**src/rtl/bsg_manycore_host_responder_pkg.sv**
```systemverilog
// Shared definitions for the manycore host request responder.
// Holds the host EPA map, host event codes, response types, the packed
// response/event FIFO entry layouts and a small payload helper.
// The entry structs are sized by the *_lp widths below. The top-level
// width parameters default to these values and must stay equal to them.
package bsg_manycore_host_responder_pkg;

  localparam int host_addr_width_lp   = 28;
  localparam int host_data_width_lp   = 32;
  localparam int host_x_width_lp      = 7;
  localparam int host_y_width_lp      = 7;
  localparam int host_reg_id_width_lp = 5;

  // Word EPAs of the host-mapped registers.
  localparam logic [15:0] epa_finish_lp     = 16'h3AB4;
  localparam logic [15:0] epa_time_lp       = 16'h3AB5;
  localparam logic [15:0] epa_fail_lp       = 16'h3AB6;
  localparam logic [15:0] epa_stdout_lp     = 16'h3AB7;
  localparam logic [15:0] epa_stderr_lp     = 16'h3AB8;
  localparam logic [15:0] epa_print_stat_lp = 16'h3AB9;

  // Request opcodes. Any other value is an amo, which the host does not support.
  localparam logic [1:0] op_load_lp  = 2'd0;
  localparam logic [1:0] op_store_lp = 2'd1;

  typedef enum logic [2:0] {
    HOST_EVT_FINISH     = 3'd0,
    HOST_EVT_TIME       = 3'd1,
    HOST_EVT_FAIL       = 3'd2,
    HOST_EVT_STDOUT     = 3'd3,
    HOST_EVT_STDERR     = 3'd4,
    HOST_EVT_PRINT_STAT = 3'd5,
    HOST_EVT_RSVD6      = 3'd6,
    HOST_EVT_ERROR      = 3'd7
  } host_event_e;

  typedef enum logic {
    RSP_LOAD_DATA = 1'b0,
    RSP_STORE_ACK = 1'b1
  } rsp_type_e;

  typedef struct packed {
    rsp_type_e                       typ;
    logic [host_data_width_lp-1:0]   data;
    logic [host_x_width_lp-1:0]      x;
    logic [host_y_width_lp-1:0]      y;
    logic [host_reg_id_width_lp-1:0] reg_id;
  } rsp_entry_s;

  typedef struct packed {
    host_event_e                   typ;
    logic [host_data_width_lp-1:0] data;
    logic [host_x_width_lp-1:0]    x;
    logic [host_y_width_lp-1:0]    y;
  } evt_entry_s;

  // Character payloads carry only the low byte of the store data.
  function automatic logic [host_data_width_lp-1:0] char_payload(
    input logic [host_data_width_lp-1:0] d
  );
    return {{(host_data_width_lp-8){1'b0}}, d[7:0]};
  endfunction

endpackage

```
**src/rtl/bsg_fifo_1r1w_small.sv**
```systemverilog
// Small one-read one-write FIFO with valid/ready input and valid/yumi output.
// Ports: clk_i, reset_i (sync, active-high); v_i/ready_o/data_i enqueue side;
// v_o/data_o/yumi_i dequeue side. els_p must be a power of two.
// An enqueue while full is accepted when a dequeue happens in the same cycle.
// The caller decides when that is legal.
module bsg_fifo_1r1w_small #(
  parameter int width_p = 8,
  parameter int els_p   = 2
) (
  input  logic               clk_i,
  input  logic               reset_i,
  input  logic               v_i,
  output logic               ready_o,
  input  logic [width_p-1:0] data_i,
  output logic               v_o,
  output logic [width_p-1:0] data_o,
  input  logic               yumi_i
);

  localparam int ptr_w_lp = (els_p > 1) ? $clog2(els_p) : 1;
  localparam int cnt_w_lp = $clog2(els_p + 1);

  logic [width_p-1:0]  mem_r [els_p];
  logic [ptr_w_lp-1:0] wptr_r;
  logic [ptr_w_lp-1:0] rptr_r;
  logic [cnt_w_lp-1:0] cnt_r;
  logic                enq_s;
  logic                deq_s;

  assign v_o     = (cnt_r != '0);
  assign ready_o = (cnt_r != cnt_w_lp'(els_p));
  assign data_o  = mem_r[rptr_r];
  assign deq_s   = yumi_i & v_o;
  assign enq_s   = v_i & (ready_o | deq_s);

  // Pointer and occupancy bookkeeping.
  always_ff @(posedge clk_i) begin
    if (reset_i) begin
      wptr_r <= '0;
      rptr_r <= '0;
      cnt_r  <= '0;
    end else begin
      if (enq_s) wptr_r <= wptr_r + ptr_w_lp'(1);
      if (deq_s) rptr_r <= rptr_r + ptr_w_lp'(1);
      case ({enq_s, deq_s})
        2'b10:   cnt_r <= cnt_r + cnt_w_lp'(1);
        2'b01:   cnt_r <= cnt_r - cnt_w_lp'(1);
        default: cnt_r <= cnt_r;
      endcase
    end
  end

  // Storage write; contents are don't-care until marked valid by cnt_r.
  always_ff @(posedge clk_i) begin
    if (enq_s) mem_r[wptr_r] <= data_i;
  end

endmodule

```
**src/rtl/bsg_manycore_host_epa_decode.sv**
```systemverilog
// Combinational decode of a host-bound request by opcode and word EPA.
// Inputs: op (0 load, 1 store, 2/3 amo), addr (word EPA).
// Outputs: evt_needed (request produces a host event), evt_type,
// rsp_type (load data vs store ack), is_time (load of the TIME register),
// unmapped (EPA is not one of the host registers).
module bsg_manycore_host_epa_decode
  import bsg_manycore_host_responder_pkg::*;
#(
  parameter int addr_width_p = host_addr_width_lp
) (
  input  logic [1:0]              op,
  input  logic [addr_width_p-1:0] addr,
  output logic                    evt_needed,
  output host_event_e             evt_type,
  output rsp_type_e               rsp_type,
  output logic                    is_time,
  output logic                    unmapped
);

  logic        mapped_s;
  host_event_e mapped_evt_s;

  // EPA match against the host register map.
  always_comb begin
    mapped_s     = 1'b1;
    mapped_evt_s = HOST_EVT_ERROR;
    case (addr)
      addr_width_p'(epa_finish_lp):     mapped_evt_s = HOST_EVT_FINISH;
      addr_width_p'(epa_time_lp):       mapped_evt_s = HOST_EVT_TIME;
      addr_width_p'(epa_fail_lp):       mapped_evt_s = HOST_EVT_FAIL;
      addr_width_p'(epa_stdout_lp):     mapped_evt_s = HOST_EVT_STDOUT;
      addr_width_p'(epa_stderr_lp):     mapped_evt_s = HOST_EVT_STDERR;
      addr_width_p'(epa_print_stat_lp): mapped_evt_s = HOST_EVT_PRINT_STAT;
      default: begin
        mapped_s     = 1'b0;
        mapped_evt_s = HOST_EVT_ERROR;
      end
    endcase
  end

  // Opcode qualification: loads only raise an event when unmapped; amos always
  // report an error and are acknowledged like stores.
  always_comb begin
    evt_needed = 1'b0;
    evt_type   = HOST_EVT_ERROR;
    rsp_type   = RSP_STORE_ACK;
    is_time    = 1'b0;
    unmapped   = ~mapped_s;
    case (op)
      op_load_lp: begin
        rsp_type   = RSP_LOAD_DATA;
        is_time    = mapped_s & (mapped_evt_s == HOST_EVT_TIME);
        evt_needed = ~mapped_s;
        evt_type   = HOST_EVT_ERROR;
      end
      op_store_lp: begin
        evt_needed = 1'b1;
        if (mapped_s) begin
          evt_type = mapped_evt_s;
        end else begin
          evt_type = HOST_EVT_ERROR;
        end
      end
      default: begin
        evt_needed = 1'b1;
        evt_type   = HOST_EVT_ERROR;
      end
    endcase
  end

endmodule

```
**src/rtl/bsg_manycore_host_request_responder.sv**
```systemverilog
// Host-side responder for manycore requests addressed to the host coordinate.
// Decodes each request by EPA, queues a response (2-entry FIFO) for the
// return network and a host event (event_fifo_els_p-deep FIFO) for the host
// consumer, and tracks finish/fail/error status.
// Ports: req_* request in (req_yumi_o combinational accept); rsp_* response
// out, valid/ready; evt_* host events out, valid/yumi; cycle_ctr_i time
// source; done_o/fail_o/error_o status. Reset is synchronous, active-high.
module bsg_manycore_host_request_responder
  import bsg_manycore_host_responder_pkg::*;
#(
  parameter int addr_width_p     = host_addr_width_lp,
  parameter int data_width_p     = host_data_width_lp,
  parameter int x_cord_width_p   = host_x_width_lp,
  parameter int y_cord_width_p   = host_y_width_lp,
  parameter int reg_id_width_p   = host_reg_id_width_lp,
  parameter int event_fifo_els_p = 8,
  parameter int num_finish_p     = 1
) (
  input  logic                      clk_i,
  input  logic                      reset_i,
  input  logic                      req_v_i,
  input  logic [1:0]                req_op_i,
  input  logic [addr_width_p-1:0]   req_addr_i,
  input  logic [data_width_p-1:0]   req_data_i,
  input  logic [x_cord_width_p-1:0] req_src_x_i,
  input  logic [y_cord_width_p-1:0] req_src_y_i,
  input  logic [reg_id_width_p-1:0] req_reg_id_i,
  output logic                      req_yumi_o,
  output logic                      rsp_v_o,
  output logic                      rsp_type_o,
  output logic [data_width_p-1:0]   rsp_data_o,
  output logic [x_cord_width_p-1:0] rsp_dst_x_o,
  output logic [y_cord_width_p-1:0] rsp_dst_y_o,
  output logic [reg_id_width_p-1:0] rsp_reg_id_o,
  input  logic                      rsp_ready_i,
  output logic                      evt_v_o,
  output logic [2:0]                evt_type_o,
  output logic [data_width_p-1:0]   evt_data_o,
  output logic [x_cord_width_p-1:0] evt_src_x_o,
  output logic [y_cord_width_p-1:0] evt_src_y_o,
  input  logic                      evt_yumi_i,
  input  logic [63:0]               cycle_ctr_i,
  output logic                      done_o,
  output logic                      fail_o,
  output logic                      error_o
);

  localparam int fc_width_lp = (num_finish_p > 0) ? $clog2(num_finish_p + 1) : 1;
  localparam logic [fc_width_lp-1:0] fc_target_lp = fc_width_lp'(num_finish_p);

  logic        evt_needed_s;
  host_event_e evt_type_s;
  rsp_type_e   rsp_type_s;
  logic        is_time_s;
  logic        unmapped_s;

  logic        accept_s;
  logic        rsp_ready_s;
  logic        rsp_v_s;
  logic        rsp_space_s;
  logic        evt_ready_s;
  logic        evt_v_s;
  logic        evt_space_s;
  logic        evt_enq_s;
  rsp_entry_s  rsp_in_s;
  rsp_entry_s  rsp_out_s;
  evt_entry_s  evt_in_s;
  evt_entry_s  evt_out_s;

  logic [fc_width_lp-1:0] finish_cnt_r;
  logic [fc_width_lp-1:0] finish_cnt_next_s;
  logic                   finish_set_s;
  logic                   fail_set_s;
  logic                   error_set_s;
  logic                   done_r;
  logic                   fail_r;
  logic                   error_r;
  logic                   unused_ctr_hi_s;

  // Only the low word of the cycle counter is visible to tiles.
  assign unused_ctr_hi_s = ^cycle_ctr_i[63:32];

  bsg_manycore_host_epa_decode #(
    .addr_width_p(addr_width_p)
  ) decode (
    .op        (req_op_i),
    .addr      (req_addr_i),
    .evt_needed(evt_needed_s),
    .evt_type  (evt_type_s),
    .rsp_type  (rsp_type_s),
    .is_time   (is_time_s),
    .unmapped  (unmapped_s)
  );

  // A slot is available if the FIFO has room or its head leaves this cycle,
  // which keeps full FIFOs streaming without a bubble.
  assign rsp_space_s = rsp_ready_s | (rsp_v_s & rsp_ready_i);
  assign evt_space_s = evt_ready_s | (evt_v_s & evt_yumi_i);

  // Request acceptance; never during reset so a pending request is dropped.
  always_comb begin
    accept_s = 1'b0;
    if (reset_i) begin
      accept_s = 1'b0;
    end else if (req_v_i & rsp_space_s) begin
      if (evt_needed_s) begin
        accept_s = evt_space_s;
      end else begin
        accept_s = 1'b1;
      end
    end else begin
      accept_s = 1'b0;
    end
  end

  assign req_yumi_o = accept_s;
  assign evt_enq_s  = accept_s & evt_needed_s;

  // Response entry; load data is captured at accept time.
  always_comb begin
    rsp_in_s        = '0;
    rsp_in_s.typ    = rsp_type_s;
    rsp_in_s.x      = req_src_x_i;
    rsp_in_s.y      = req_src_y_i;
    rsp_in_s.reg_id = req_reg_id_i;
    if ((rsp_type_s == RSP_LOAD_DATA) && is_time_s) begin
      rsp_in_s.data = data_width_p'(cycle_ctr_i[31:0]);
    end else begin
      rsp_in_s.data = '0;
    end
  end

  // Event entry and payload selection by event code.
  always_comb begin
    evt_in_s     = '0;
    evt_in_s.typ = evt_type_s;
    evt_in_s.x   = req_src_x_i;
    evt_in_s.y   = req_src_y_i;
    case (evt_type_s)
      HOST_EVT_STDOUT, HOST_EVT_STDERR: evt_in_s.data = char_payload(req_data_i);
      HOST_EVT_ERROR:                   evt_in_s.data = data_width_p'(req_addr_i);
      default:                          evt_in_s.data = req_data_i;
    endcase
  end

  bsg_fifo_1r1w_small #(
    .width_p($bits(rsp_entry_s)),
    .els_p  (2)
  ) rsp_fifo (
    .clk_i  (clk_i),
    .reset_i(reset_i),
    .v_i    (accept_s),
    .ready_o(rsp_ready_s),
    .data_i (rsp_in_s),
    .v_o    (rsp_v_s),
    .data_o (rsp_out_s),
    .yumi_i (rsp_v_s & rsp_ready_i)
  );

  bsg_fifo_1r1w_small #(
    .width_p($bits(evt_entry_s)),
    .els_p  (event_fifo_els_p)
  ) evt_fifo (
    .clk_i  (clk_i),
    .reset_i(reset_i),
    .v_i    (evt_enq_s),
    .ready_o(evt_ready_s),
    .data_i (evt_in_s),
    .v_o    (evt_v_s),
    .data_o (evt_out_s),
    .yumi_i (evt_yumi_i)
  );

  // Drive response/event fields only while valid so idle outputs read as zero.
  always_comb begin
    rsp_v_o      = rsp_v_s;
    rsp_type_o   = 1'b0;
    rsp_data_o   = '0;
    rsp_dst_x_o  = '0;
    rsp_dst_y_o  = '0;
    rsp_reg_id_o = '0;
    evt_v_o      = evt_v_s;
    evt_type_o   = 3'd0;
    evt_data_o   = '0;
    evt_src_x_o  = '0;
    evt_src_y_o  = '0;
    if (rsp_v_s) begin
      rsp_type_o   = rsp_out_s.typ;
      rsp_data_o   = rsp_out_s.data;
      rsp_dst_x_o  = rsp_out_s.x;
      rsp_dst_y_o  = rsp_out_s.y;
      rsp_reg_id_o = rsp_out_s.reg_id;
    end else begin
      rsp_type_o   = 1'b0;
    end
    if (evt_v_s) begin
      evt_type_o  = evt_out_s.typ;
      evt_data_o  = evt_out_s.data;
      evt_src_x_o = evt_out_s.x;
      evt_src_y_o = evt_out_s.y;
    end else begin
      evt_type_o  = 3'd0;
    end
  end

  assign finish_set_s = evt_enq_s & (evt_type_s == HOST_EVT_FINISH);
  assign fail_set_s   = evt_enq_s & (evt_type_s == HOST_EVT_FAIL);
  assign error_set_s  = accept_s & (unmapped_s | req_op_i[1]);

  // Saturating finish counter next value.
  always_comb begin
    finish_cnt_next_s = finish_cnt_r;
    if (finish_set_s && (finish_cnt_r != fc_target_lp)) begin
      finish_cnt_next_s = finish_cnt_r + fc_width_lp'(1);
    end else begin
      finish_cnt_next_s = finish_cnt_r;
    end
  end

  // Status registers; done rises with the count update and all flags are sticky.
  always_ff @(posedge clk_i) begin
    if (reset_i) begin
      finish_cnt_r <= '0;
      done_r       <= 1'b0;
      fail_r       <= 1'b0;
      error_r      <= 1'b0;
    end else begin
      finish_cnt_r <= finish_cnt_next_s;
      done_r       <= done_r | (finish_cnt_next_s == fc_target_lp);
      fail_r       <= fail_r | fail_set_s;
      error_r      <= error_r | error_set_s;
    end
  end

  assign done_o  = done_r;
  assign fail_o  = fail_r;
  assign error_o = error_r;

endmodule
```
**config.mk**
```make
export PLATFORM = sky130hd
export DESIGN_NAME = bsg_manycore_host_request_responder
export DESIGN_NICKNAME = d
export VERILOG_FILES = /design/src/rtl/bsg_manycore_host_responder_pkg.sv /design/src/rtl/bsg_fifo_1r1w_small.sv /design/src/rtl/bsg_manycore_host_epa_decode.sv /design/src/rtl/bsg_manycore_host_request_responder.sv
export SDC_FILE = /design/constraint.sdc
export NUM_CORES = 1
export LEC_CHECK = 0
export ABC_AREA = 1
export CAP_MARGIN = 20
export CORE_ASPECT_RATIO = 1.1
export CORE_MARGIN = 3
export CORE_UTILIZATION = 35
export DETAILED_ROUTE_END_ITERATION = 16
export GPL_TIMING_DRIVEN = 0
export PLACE_DENSITY_LB_ADDON = 0.08
export SYNTH_ARGS = -nofsm -noshare
export SYNTH_HDL_FRONTEND = slang
export SYNTH_SLANG_ARGS = --single-unit
```
**constraint.sdc**
```tcl
create_clock -name clk_i -period 5.4 [get_ports clk_i]
set_clock_uncertainty 0.15 [all_clocks]
set_input_delay 0.81 -clock clk_i [delete_from_list [all_inputs] [get_ports clk_i]]
set_output_delay 0.81 -clock clk_i [all_outputs]
set_load 0.02 [all_outputs]
```
=== Yosys cells after proc, flatten, opt, wreduce, memory -nomap -nowiden ===
Memories as Yosys holds them, arrays and structs flattened. A register that Yosys moved wholly into a read port is not among the register bits.
Cells that the tools add are included.

* Input port bits: 150
* RAM bits: 496
* Memories: 2
* Bits in registers: 18
* Logic and storage cells: 101
* Output and inout bits: 107

{| class="wikitable"
|+ Memory list
! name !! words !! width !! read ports !! clocked after memory_dff !! wr ports !! line !! source
|-
| evt_fifo.mem_r || 8 || 49 || 1 || 1 || 1 || bsg_fifo_1r1w_small.sv:23 || <nowiki>logic [width_p-1:0] mem_r [els_p];</nowiki>
|-
| rsp_fifo.mem_r || 2 || 52 || 1 || 1 || 1 || bsg_fifo_1r1w_small.sv:23 ||
|}

* Bitwise operators: 20
* Reductions and logical operators: 10
* Add/subtract/negate cells: 9
* Muxes and demuxes: 32
* Equal/unequal tests: 18

{| class="wikitable"
|+ Operator list
! kind !! number
|-
| == test 28 x 14 -> 1 bit, second input constant || 6
|-
| two-way mux 32 bit || 3
|-
| case mux 32 bit (2 select lines) || 1
|-
| two-way mux 7 bit || 4
|-
| case mux 3 bit (6 select lines) || 1
|-
| two-way mux 1 bit || 15
|-
| two-way mux 3 bit || 5
|-
| AND 1 bit || 11
|-
| case mux 4 bit (2 select lines) || 1
|-
| OR 1 bit || 7
|-
| adder 3 x 1 -> 3 bit, second input constant || 2
|-
| == test 2 x 1 -> 1 bit, second input constant || 3
|-
| == test 3 x 2 -> 1 bit, second input constant || 2
|-
| == test 3 bit, second input constant || 2
|-
| nonzero test 2 bit || 3
|-
| OR reduction 6 bit || 1
|-
| two-way mux 5 bit || 1
|-
| adder 4 x 1 -> 4 bit, second input constant || 1
|-
| == test 2 bit, second input constant || 2
|-
| != test 4 bit, second input constant || 1
|-
| case mux 2 bit (2 select lines) || 1
|-
| nonzero test 4 bit || 1
|-
| subtractor 4 x 1 -> 4 bit, second input constant || 1
|-
| adder 1 bit, second input constant || 3
|-
| other kinds (9) || 11
|}

=== Longest topological paths before layout ===
* Depth after elaboration: 13
* Gate-level depth with buffers: 15
* Depth with buffers taken out: 15

=== Modules after synthesis ===
A second synthesis with hierarchy kept.

* Cell total of the unflattened synthesis: 1,721
* Area, all modules: 21,758.4 µm²

{| class="wikitable"
|+ By module, submodules not included
! module !! seq. area each (µm²) !! cells each !! times used !! area an instance (µm²)
|-
| bsg_fifo_1r1w_small (evt_fifo) || 12,031.5 || 1,092 || 1 || 15,812.7
|-
| bsg_fifo_1r1w_small (rsp_fifo) || 3,223.1 || 198 || 1 || 4,028.9
|-
| bsg_manycore_host_request_responder || 80.1 || 380 || 1 || 1,674.1
|-
| bsg_manycore_host_epa_decode || 0.0 || 51 || 1 || 242.7
|}

=== Least setup slack after synthesis ===
No wires, ideal clock.

* Kind: input to register
* Start point: input port req_addr_i[1]
* End point: memory rsp_fifo.mem_r[1][0] (netlist bit), enable pin
* Required time: 4.786 ns
* Path slack: 0.479 ns
* Stages on the path: 8
* Arrival: 4.308 ns
* Buffers on the path: 0
* Library setup time: 0.464 ns
* Cell sequence: inv_1 > nand3_2 > a21o_1 > nor2_8 > nand2_1 > a21oi_1 > inv_1 > nor2_1

* Word-level cells in the longest chain between the ends: 11
* Elaborated cells on any way between the ends: 16
* Those cells by class: eq/ne: 6; mux: 7; bitwise: 2; reduce/logical: 1

{| class="wikitable"
|+ RTL lines
! item !! line !! source
|-
| start, declared || bsg_manycore_host_request_responder.sv:23 || <nowiki>input logic [addr_width_p-1:0] req_addr_i,</nowiki>
|-
| == test 28 x 14 -> 1 bit || bsg_manycore_host_epa_decode.sv:27 || <nowiki>case (addr)</nowiki>
|-
| OR reduction 6 bit (no line) * || - ||
|-
| two-way mux 1 bit * || bsg_manycore_host_epa_decode.sv:27 ||
|-
| inverter 1 bit * || bsg_manycore_host_epa_decode.sv:53 || <nowiki>evt_needed = ~mapped_s;</nowiki>
|-
| two-way mux 1 bit * || bsg_manycore_host_epa_decode.sv:49 || <nowiki>case (op)</nowiki>
|-
| two-way mux 1 bit * || bsg_manycore_host_request_responder.sv:106 || <nowiki>if (evt_needed_s) begin</nowiki>
|-
| two-way mux 1 bit * || bsg_manycore_host_request_responder.sv:105 || <nowiki>end else if (req_v_i & rsp_space_s) begin</nowiki>
|-
| two-way mux 1 bit * || bsg_manycore_host_request_responder.sv:103 || <nowiki>if (reset_i) begin</nowiki>
|-
| named net req_yumi_o || bsg_manycore_host_request_responder.sv:28 || <nowiki>output logic req_yumi_o,</nowiki>
|-
| AND 1 bit * || bsg_fifo_1r1w_small.sv:34 || <nowiki>assign enq_s = v_i & (ready_o | deq_s);</nowiki>
|-
| two-way mux 1 bit * || bsg_fifo_1r1w_small.sv:55 || <nowiki>if (enq_s) mem_r[wptr_r] <= data_i;</nowiki>
|-
| two-way mux 1 bit (not written as such) * || bsg_fifo_1r1w_small.sv:55 ||
|-
| end, declared || bsg_fifo_1r1w_small.sv:23 ||
|}

The timed path passes the listed nets; every way through them passes the cells marked *.

==> results.yml <==
floorplanning:
  ioPinCount: 257
  die_width_um: 239.0
  die_height_um: 262.2
  placement_rows: 93
  design.core.area_um2: 58760
  design.die.area_um2: 62660
  initial_utilization_pct: 35.55
timing:
  hold_ws_ns: 0.3047
  hold_viol: 0
  timing.final.crit_share_pct: 93.15
  clock.fmax_mhz: 198.8
  final-setup-viol-count: 0
  timing.max_slew.rel_slack_pct: 40.46
  post-route-worst-setup-slack_ns: 0.3701
  rsz0062_at_grt: "false"
  timing_max_transition_violations_final: 0
  worstMarginPinSlew_ns: 0.8899
  period_needed_ns: 5.030
power:
  leakagePower_nw: 8.988
  p_per_area_nw_per_um2: 457.0
  vdd_ir_max_v: 0.0002503
synthesis:
  synth_ff_type: "sky130_fd_sc_hd__edfxtp_1"
  post_synth.cell_area_avg_um2: 12.11
  synth-edff-count: 496
  synth_seq_area_share_pct: 73.40
  synth-seq-cells: 518
  synth.distinct_cells: 37
  synth_warnings: 0
  syn_inst: 1725
  async_reset_ff_share_pct: 0
  syn-cell-area_um2: 20890
  synthesis.nets: 1881
critical_path:
  path_common_cell: "sky130_fd_sc_hd__clkbuf_1"
  worst_setup_path_end_kind: "output port"
  setup.reg_to_reg.worst_slack_ns: 2.48
  cp_data_required_time_ns: 4.44
  critical_path_arrival_ns: 4.07
  timing.critical_path.slowest_cell_delay_ns: 0.71
  reg2reg_from: "evt_fifo.cnt_r[0]"
  ordered_cell_list_for_the_critical_path: "clkbuf_1, clkbuf_1, clkbuf_1, nor2_1, nor2_1, o21ai_0, a31oi_1, clkdlybuf4s50_1"
  cp_slowest_cell: "sky130_fd_sc_hd__clkdlybuf4s50_1"
  start_kind: "flip-flop"
  crit_fanout: 10
  setup.worst_path.class: "flip-flop to output port"
  reg2reg_to: "evt_fifo.mem_r[2][19]"
  reg2reg_depth: 10
min_path:
  hold_start: "error_o"
  count_of_cells_along_the_worst_hold_path: 2
  worst_hold_endpoint: "error_o"
  min_path_type: "flip-flop to flip-flop"
clock_network:
  latest_clock_arrival_within_the_worst_skew_pair_ns: 0.60
  clock_sink_count: 518
  htreeDepth: 2
  clockBufferDepth: 3
  cts_post_setup_buffers_inserted: 0
  cts_tree: "built"
  cts_stage_hold_buffer_count: 0
  clk_root_buffer_cell: "sky130_fd_sc_hd__clkbuf_16"
  cts.repair.resized: 0
  numCtsBuffers: 56
  path_clk_slew_ns: 0.06
detailed_routing:
  first_iter_violations: 932
  drt-total-wl_mm: 60.18
  post_drt_wl_per_cell_um: 21.29
  drt_first_pass_iters: 5
  vias: 14034
  post-route-drc-count: 0
  detail-route-antenna-nets: 0
  avgViaCountPerCell: 4.964
grt:
  first_global_vias: 14389
  wire_length_of_the_first_global_routing_pass_mm: 90.18
  grt_max_degree: 30
  antenna_found_initial: 2
  globalRouteTotalUtil_pct: 19.07
  grt_overflow: 0
placed_design:
  dp.final_hpwl_mm: 40.25
  dpl_worst_slack_ns: 0.8797
  globalplace.congestion: 0.7373
  buffers_on_ports: 224
finish:
  proportion_of_layout_cells_with_a_drive_suffix_above_1_pct: 6.386
  synthToLayoutAreaGrowth_pct: 25.45
  insertedDiodeCount: 0
  post-route-util_pct: 44.60
  nNetsFinal: 2181
status:
  status: "finished, final reports clean"
flow_run:
  max_cap_viol_count: 0
## synth_stat cells, types with 7 or more instances
library cell	count	area, µm²
sky130_fd_sc_hd__a21oi_1	71	355.3
sky130_fd_sc_hd__nand3_1	16	80.08
sky130_fd_sc_hd__nor2_1	359	1348
sky130_fd_sc_hd__o22ai_1	49	306.5
sky130_fd_sc_hd__buf_2	7	35.03
sky130_fd_sc_hd__inv_1	88	330.3
sky130_fd_sc_hd__a31oi_1	49	306.5
sky130_fd_sc_hd__dfxtp_1	22	440.4
sky130_fd_sc_hd__edfxtp_1	496	14890
sky130_fd_sc_hd__nand2_1	164	615.6
sky130_fd_sc_hd__clkbuf_1	91	341.6
sky130_fd_sc_hd__o21ai_0	258	1291
## final cells by class
| type | instances | area [µm²] |
|---|---|---|
| tap | 760 | 950.9 |
| clock inverter | 32 | 180.2 |
| multi-input combinational | 1013 | 4885 |
| timing repair buffer | 242 | 2633 |
| inverter | 93 | 349.1 |
| buffer | 101 | 399.1 |
| clock buffer | 68 | 1478 |
| fill | 5424 | 32550 |
| sequential | 518 | 15330 |
## power breakdown
| part | total [mW] | switching [mW] | internal [mW] |
|---|---|---|---|
| Clock | 3.51 | 1.53 | 1.98 |
| Sequential | 4.55 | 0.0388 | 4.51 |
| Combinational | 3.92 | 2.57 | 1.35 |
| Total | 12.0 | 4.14 | 7.84 |
## through the flow
| step | instance area [µm²] | TNS, ns | total power, mW | std cells |
|---|---|---|---|---|
| after CTS | 26210 | 0 | 12.16 | 2827 |
| after floorplan | 20890 | 0 | 6.701 | 1725 |
| final | 26210 | 0 | 11.98 | 2827 |
| after detailed placement | 24550 | 0 | 8.621 | 2727 |
| after global routing | 26210 | 0 | 12.61 | 2827 |
| after global placement | 24090 | -1016.02 | 8.599 | 2709 |
## placed cells by master, fill, tap and decap left out, types with 3 or more instances in the layout
master                            synthesis  final
sky130_fd_sc_hd__nor3_1                   4      4
sky130_fd_sc_hd__nand3_1                 16     16
sky130_fd_sc_hd__nor2_4                   2     12
sky130_fd_sc_hd__nor2_1                 359    349
sky130_fd_sc_hd__nor2_2                   4      4
sky130_fd_sc_hd__ha_1                     6      6
sky130_fd_sc_hd__o21bai_4                 5      5
sky130_fd_sc_hd__edfxtp_1               496    496
sky130_fd_sc_hd__clkbuf_1                91    101
sky130_fd_sc_hd__nand2_1                164    164
sky130_fd_sc_hd__o21bai_1                 6      6
sky130_fd_sc_hd__inv_1                   88     88
sky130_fd_sc_hd__buf_2                    7      7
sky130_fd_sc_hd__clkinv_2                 0     11
sky130_fd_sc_hd__o22ai_1                 49     49
sky130_fd_sc_hd__xor2_1                   3      3
sky130_fd_sc_hd__o21ai_0                258    258
sky130_fd_sc_hd__a31oi_1                 49     49
sky130_fd_sc_hd__clkbuf_16                0     57
sky130_fd_sc_hd__clkinv_1                 3     21
sky130_fd_sc_hd__buf_12                   0     14
sky130_fd_sc_hd__buf_16                   0      4
sky130_fd_sc_hd__nand2_4                  3      3
sky130_fd_sc_hd__dfxtp_1                 22     22
sky130_fd_sc_hd__a21oi_1                 71     71
sky130_fd_sc_hd__clkdlybuf4s50_1          0    224
## per-layer routing
layer,GRT usage (%),vias up,part of all wire (%)
li1,-,6749,-
met1,24.63,6806,42
met2,32.00,377,49
met3,4.584,100,6.4
met4,5.460,2,2.7
met5,0,-,0.033
## cell families after synthesis
kind of cell / count (synthesis) / synth area share (%)
AOI/OAI and AO/OA: 440 / 11.57
xor gates and xnor gates: 4 / 0.1677
adders and majority gates: 6 / 0.3593
buffers and inverters: 194 / 3.581
DFF: 518 / 73.40
and+or+nand+nor: 563 / 10.92
## critical path, delay by kind of cell (launching register included)
| family | cells | cell delay, ns |
|---|---|---|
| AOI/OAI and AO/OA | 2 | 0.48 |
| buffers and inverters | 4 | 2.45 |
| DFF | 1 | 0.31 |
| and+or+nand+nor | 2 | 0.22 |
## how the worst max path moves through the flow
stage / to / cells after the start / slack, ns
2_1_floorplan: rsp_fifo.mem_r[1][0] / 8 / 0.48
3_3_place_gp: evt_fifo.mem_r[0][18] / 11 / -2.34
3_5_place_dp: rsp_fifo.mem_r[1][12] / 11 / 0.88
4_1_cts: evt_type_o[0] / 8 / 0.26
5_1_grt: evt_type_o[0] / 8 / 0.16
6_report: evt_type_o[1] / 8 / 0.37
## state kept, by name, summed over array words and instances, names as in the netlist, 2 cells and up, named ones only
| signal | flops |
|---|---|
| evt_fifo.rptr_r | 3 |
| evt_fifo.mem_r | 392 |
| rsp_fifo.cnt_r | 2 |
| evt_fifo.wptr_r | 3 |
| rsp_fifo.mem_r | 104 |
| evt_fifo.cnt_r | 4 |
(Power assumes the default switching activity.)
